### config.mk
export PLATFORM = sky130hd
export DESIGN_NAME = throw_power_ctrl
export DESIGN_NICKNAME = d
export VERILOG_FILES = /design/src/rtl/throw_power_ctrl.sv
export SDC_FILE = /design/constraint.sdc
export NUM_CORES = 1
export LEC_CHECK = 0
export BUFFER_PORTS_ARGS = -buffer_cell sky130_fd_sc_hd__buf_2
export CAP_MARGIN = 20
export CORE_UTILIZATION = 45
export DETAILED_ROUTE_END_ITERATION = 12
export PLACE_DENSITY = 0.7
export SYNTH_ARGS = -nofsm -noshare
export SYNTH_HDL_FRONTEND = slang
export SYNTH_SLANG_ARGS = --single-unit
### constraint.sdc
create_clock -name clk -period 4.3 [get_ports clk]
set_input_delay 0.215 -clock clk [delete_from_list [all_inputs] [get_ports clk]]
set_output_delay 0.215 -clock clk [all_outputs]
set_load 0.05 [all_outputs]
### src/rtl/throw_power_ctrl.sv
// throw_power_ctrl
// Space-bar throw power meter. A debounced press in IDLE starts a charge;
// while the key stays held the meter ping-pongs between 0 and 255 in STEP
// increments once per frame. Releasing fires a throw request with the
// latched power (or aborts if below MIN_POWER), then the block waits for
// the game to report throw completion, or gives up after a frame timeout.
//
// Ports:
//   clk         in   system clock
//   rst_n       in   asynchronous active-low reset
//   key_space   in   space key level (clk-synchronous)
//   frame_tick  in   one-cycle pulse per frame
//   throw_ready in   game controller accepts a request
//   throw_done  in   one-cycle pulse when the throw completes
//   throw_req   out  throw request valid
//   throw_power out  latched power, stable while throw_req=1
//   power_bar   out  live meter value
//   charging    out  high in CHARGE
//   busy        out  high in FIRE or WAIT_DONE
module throw_power_ctrl #(
    parameter int STEP            = 4,
    parameter int MIN_POWER       = 16,
    parameter int DEBOUNCE_FRAMES = 2,
    parameter int TIMEOUT_FRAMES  = 600
) (
    input  logic       clk,
    input  logic       rst_n,
    input  logic       key_space,
    input  logic       frame_tick,
    input  logic       throw_ready,
    input  logic       throw_done,
    output logic       throw_req,
    output logic [7:0] throw_power,
    output logic [7:0] power_bar,
    output logic       charging,
    output logic       busy
);

    localparam logic [1:0] IDLE      = 2'd0;
    localparam logic [1:0] CHARGE    = 2'd1;
    localparam logic [1:0] FIRE      = 2'd2;
    localparam logic [1:0] WAIT_DONE = 2'd3;

    localparam int DW = (DEBOUNCE_FRAMES < 2) ? 1 : $clog2(DEBOUNCE_FRAMES + 1);
    localparam int TW = (TIMEOUT_FRAMES  < 2) ? 1 : $clog2(TIMEOUT_FRAMES + 1);

    logic [1:0]    state_q, state_d;
    logic          throw_req_q, throw_req_d;
    logic [7:0]    throw_power_q, throw_power_d;
    logic [7:0]    power_bar_q, power_bar_d;
    logic          dir_up_q, dir_up_d;
    logic          armed_q, armed_d;
    logic [DW-1:0] deb_cnt_q, deb_cnt_d;
    logic [TW-1:0] to_cnt_q, to_cnt_d;

    logic [DW-1:0] deb_inc;
    logic [TW-1:0] to_inc;
    logic [8:0]    up_sum;

    assign deb_inc = deb_cnt_q + DW'(1);
    assign to_inc  = to_cnt_q + TW'(1);
    // 9-bit so an overshoot past 255 is visible before saturating
    assign up_sum  = {1'b0, power_bar_q} + 9'(STEP);

    always_comb begin
        state_d       = state_q;
        throw_req_d   = throw_req_q;
        throw_power_d = throw_power_q;
        power_bar_d   = power_bar_q;
        dir_up_d      = dir_up_q;
        armed_d       = armed_q;
        deb_cnt_d     = deb_cnt_q;
        to_cnt_d      = to_cnt_q;

        case (state_q)
            IDLE: begin
                if (frame_tick) begin
                    if (!key_space) begin
                        // any low sample re-arms and restarts the debounce run
                        armed_d   = 1'b1;
                        deb_cnt_d = '0;
                    end else if (armed_q) begin
                        if (deb_inc == DW'(DEBOUNCE_FRAMES)) begin
                            state_d     = CHARGE;
                            power_bar_d = 8'd0;
                            dir_up_d    = 1'b1;
                            armed_d     = 1'b0;
                            deb_cnt_d   = '0;
                        end else begin
                            deb_cnt_d = deb_inc;
                        end
                    end else begin
                        deb_cnt_d = '0;
                    end
                end
            end
            CHARGE: begin
                if (frame_tick) begin
                    if (key_space) begin
                        if (dir_up_q) begin
                            if (up_sum > 9'd255) begin
                                power_bar_d = 8'd255;
                                dir_up_d    = 1'b0;
                            end else begin
                                power_bar_d = up_sum[7:0];
                            end
                        end else begin
                            if (power_bar_q < 8'(STEP)) begin
                                power_bar_d = 8'd0;
                                dir_up_d    = 1'b1;
                            end else begin
                                power_bar_d = power_bar_q - 8'(STEP);
                            end
                        end
                    end else if (power_bar_q < 8'(MIN_POWER)) begin
                        state_d     = IDLE;
                        power_bar_d = 8'd0;
                    end else begin
                        throw_power_d = power_bar_q;
                        throw_req_d   = 1'b1;
                        state_d       = FIRE;
                    end
                end
            end
            FIRE: begin
                // handshake is cycle-accurate, independent of frame_tick
                if (throw_req_q && throw_ready) begin
                    throw_req_d = 1'b0;
                    to_cnt_d    = '0;
                    state_d     = WAIT_DONE;
                end
            end
            WAIT_DONE: begin
                // done takes priority over a coincident timeout
                if (throw_done) begin
                    state_d     = IDLE;
                    power_bar_d = 8'd0;
                    to_cnt_d    = '0;
                end else if (frame_tick) begin
                    if (to_inc == TW'(TIMEOUT_FRAMES)) begin
                        state_d     = IDLE;
                        power_bar_d = 8'd0;
                        to_cnt_d    = '0;
                    end else begin
                        to_cnt_d = to_inc;
                    end
                end
            end
            default: begin
                state_d = IDLE;
            end
        endcase
    end

    always_ff @(posedge clk or negedge rst_n) begin
        if (!rst_n) begin
            state_q       <= IDLE;
            throw_req_q   <= 1'b0;
            throw_power_q <= 8'd0;
            power_bar_q   <= 8'd0;
            dir_up_q      <= 1'b1;
            armed_q       <= 1'b0;
            deb_cnt_q     <= '0;
            to_cnt_q      <= '0;
        end else begin
            state_q       <= state_d;
            throw_req_q   <= throw_req_d;
            throw_power_q <= throw_power_d;
            power_bar_q   <= power_bar_d;
            dir_up_q      <= dir_up_d;
            armed_q       <= armed_d;
            deb_cnt_q     <= deb_cnt_d;
            to_cnt_q      <= to_cnt_d;
        end
    end

    assign throw_req   = throw_req_q;
    assign throw_power = throw_power_q;
    assign power_bar   = power_bar_q;
    assign charging    = (state_q == CHARGE);
    assign busy        = (state_q == FIRE) || (state_q == WAIT_DONE);

endmodule

==> results by group <==
STA
  • RSZ-0062 raised after global routing: no
  • Fin Setup TNS: 0 ns
  • Final worst slack: 1.83 ns
  • Hold Violations, Final: 0
  • Final slew viol count: 0
  • Rel. slew slack: 0.325
  • Period utilization: 0.575
  • Final setup violation count: 0
  • Fin crit period: 2.47 ns
  • Max frequency: 404 MHz
  • Slew @ Worst Pin: 1.01 ns
  • Worst Hold Slack: 0.119 ns
  • Clk_skew: 0.00797 ns

Drt
  • Final wirelength: 4280 µm
  • Drt wl/cell: 14.6 µm
  • Metal1 wirelength: 2150 µm
  • DR iter-0 viols: 145
  • Drt via density: 5.84
  • Vias: 1712
  • Detail Route Antenna Nets: 0
  • Met3 wire len: 102 µm
  • Wire length on met2: 1930 µm
  • DRC: 0
  • Top layer reached by signal wires: met4
  • Drt first pass iters: 4

Layout
  • Post-Layout Cell Count: 293
  • Most frequent cells in the layout: dfrtp_1 (30), buf_2 (24), o21ai_0 (21)
  • Design area: 2200 µm²
  • Multi-input combinational cell area: 1100 µm²
  • Final-layout fill cell count: 384
  • Share of cells above drive strength 1: 0.214
  • Most common cell after layout, fill and taps aside: dfrtp_1
  • # diodes: 0
  • NumNets Final: 252
  • Register Area: 777 µm²
  • Synth-to-layout area growth: 11.3%

CTS
  • Worst skew pair latency: 0.29 ns
  • CTS resizes: 0
  • Post-CTS setup buffers: 0
  • Clock buffer depth: 2
  • CTS Hold Bufs: 1
  • # H-tree levels: 2
  • CTS clk-pin slew, worst paths: 0.07 ns
  • CTS Buf Count: 5
  • CTS tree: done
  • Clock tree sinks: 31
  • Clk root buf: clkbuf_8

GRT
  • Pin count of the biggest net entering global routing: 32
  • Initial antenna violation count: 0
  • First-pass GRT wire length: 7220 µm
  • Vias in the first global route: 1546
  • Total grt overflow: 0
  • GRT Resource Usage Total: 0.209

Critical path
  • FF-to-FF Start: to_cnt_q[0]
  • Data arrival, critical path: 2.65 ns
  • Crit-path cells: ha_1 -> nand2_1 -> a2111o_1 -> or4_4 -> o21ai_4 -> nor2_4 -> mux2_2
  • WS Path Type: flip-flop to flip-flop
  • R2R Setup Slk: 1.83 ns
  • CP max stage cell: or4_4
  • Crit Path Max Fanout: 10
  • FF-to-FF path depth: 7
  • Crit path capture type: flip-flop
  • CP startpoint kind: flip-flop
  • Delay of the slowest critical-path stage: 0.45 ns
  • Worst endpoint required time: 4.48 ns
  • R2R Path End: to_cnt_q[0]

Synthesis
  • Biggest area consumer among synthesized cells: dfrtp_1
  • Syn Inst Count: 221
  • Post-synth top area share: 0.380
  • Synthesized flop and latch total: 31
  • Post-synthesis sequential area ratio: 0.393
  • Syn nets: 231
  • Average size of a mapped cell: 8.95 µm²
  • Synthesized area: 1980 µm²
  • Async SR Flop Fraction: 1.00
  • Largest cells by area after synthesis: dfrtp_1 (38%), o21ai_0 (5.3%), mux2_2 (4.6%)
  • Syn. warnings: 0
  • Synth unique cells: 56
  • Top FF cell, synth: dfrtp_1
  • EDFF count, synth: 0

Power
  • P_leak: 1.02 nW
  • Pwr dens: 413 nW/µm²
  • Max rail drop VDD: 179 µV

Die
  • Core area: 4120 µm²
  • Die Area: 4660 µm²
  • Die W: 68.3 µm
  • Initial Util: 0.480
  • Ports: 25
  • Row Count: 23
  • Die height: 68.3 µm

Hold path
  • Hold Path Origin: throw_ready
  • Min-Delay Endpoint: throw_req
  • Hold Path Cell Cnt: 2
  • Hold Crit Class: input pin to flip-flop

Placement
  • Placed Area: 2110 µm²
  • PortBufs: 24
  • Final Wtd Congestion: 0.847
  • Pre-CTS WS: 1.85 ns
  • Dpl cells: 284
  • DPL Wire Length: 2990 µm

Job
  • Max Cap Viol: 0

Status
  • Outcome: finished clean
==> per-layer routing <==
metal / track usage / up-vias
met1: 0.278 / 827
met2: 0.324 / 29
met3: 0.0467 / 9
met4: 0.0911 / 0
li1: - / 847
met5: 0 / -
==> kinds of logic (layout without fill, tap and decap cells) <==
| kind of cell | count (synthesis) | in the layout | share of synthesized area |
|---|---|---|---|
| AND/OR/NAND/NOR | 81 | 81 | 0.228 |
| AO/OA/AOI/OAI | 69 | 69 | 0.238 |
| flip-flops | 31 | 31 | 0.393 |
| buffers and inverters | 24 | 46 | 0.0506 |
| multiplexers | 10 | 10 | 0.0557 |
| adder cells (fa/ha/maj) | 4 | 4 | 0.0253 |
| XOR/XNOR | 2 | 2 | 0.00886 |
==> worst max path at each step <==
stage	from	to	slack (ns)	cells past startpoint
6_report	to_cnt_q[0]	to_cnt_q[0]	1.83	7
5_1_grt	to_cnt_q[1]	power_bar[3]	1.67	7
4_1_cts	to_cnt_q[0]	to_cnt_q[0]	1.82	7
3_5_place_dp	to_cnt_q[0]	to_cnt_q[0]	1.85	7
3_3_place_gp	to_cnt_q[0]	to_cnt_q[0]	1.92	7
2_1_floorplan	state_q[0]	throw_power[2]	1.65	4
==> cells in the mapped netlist, types with 2 or more instances <==
| library cell | number |
|---|---|
| dfrtp_1 | 30 |
| o21ai_0 | 21 |
| nand2_1 | 19 |
| nor2_1 | 15 |
| inv_1 | 13 |
| a21oi_1 | 12 |
| mux2_2 | 8 |
| clkbuf_1 | 7 |
| a22o_1 | 6 |
| and3_1 | 6 |
| nand2b_1 | 6 |
| nand3_1 | 6 |
| and2_1 | 4 |
| ha_1 | 4 |
| o211ai_1 | 4 |
| nand3b_1 | 3 |
| nor2b_1 | 3 |
| nor3_1 | 3 |
| o22ai_1 | 3 |
| a211o_1 | 2 |
| a31o_2 | 2 |
| a31oi_1 | 2 |
| buf_2 | 2 |
| buf_4 | 2 |
| mux2i_1 | 2 |
| nand4_1 | 2 |
| nor4_1 | 2 |
| o22a_1 | 2 |
| o41ai_1 | 2 |
| xnor2_1 | 2 |
==> registers in the layout, indices dropped and copies added (netlist names), named ones only <==
register / count
to_cnt_q: 10
power_bar: 7
throw_power: 7
deb_cnt_q: 2
armed_q: 1
dir_up_q: 1
state_q: 1
throw_req: 1
==> final cells by class <==
| cell class | count | area share |
|---|---|---|
| clock buffer | 7 | 0.0347 |
| clock inverter | 1 | 0.00228 |
| inverter | 13 | 0.0222 |
| multi-input combinational | 166 | 0.500 |
| sequential | 31 | 0.353 |
| tap | 50 | 0.0284 |
| timing repair buffer | 25 | 0.0592 |
==> through the flow <==
stage          power [W]  utilization
6_report        0.000908        0.535
2_1_floorplan   0.000624            -
4_1_cts         0.000916        0.535
5_1_grt         0.000965        0.535
3_5_place_dp    0.000691        0.512
3_3_place_gp    0.000688        0.512
==> worst max-delay path, delay by kind of cell (launching register included) <==
| kind | cells | cell delay, ns |
|---|---|---|
| AND/OR/NAND/NOR | 3 | 0.67 |
| multiplexers | 1 | 0.27 |
| AO/OA/AOI/OAI | 2 | 0.75 |
| flip-flops | 1 | 0.44 |
| adder cells (fa/ha/maj) | 1 | 0.23 |
==> report_power, final <==
part           leakage, nW  total, W  internal (W)  switching (W)
clock               0.0422  0.000222      0.000113       0.000108
sequential           0.411  0.000377      0.000327      0.0000499
combinational        0.569  0.000310      0.000107       0.000202
No activity file was read; power rests on OpenSTA's default activity.
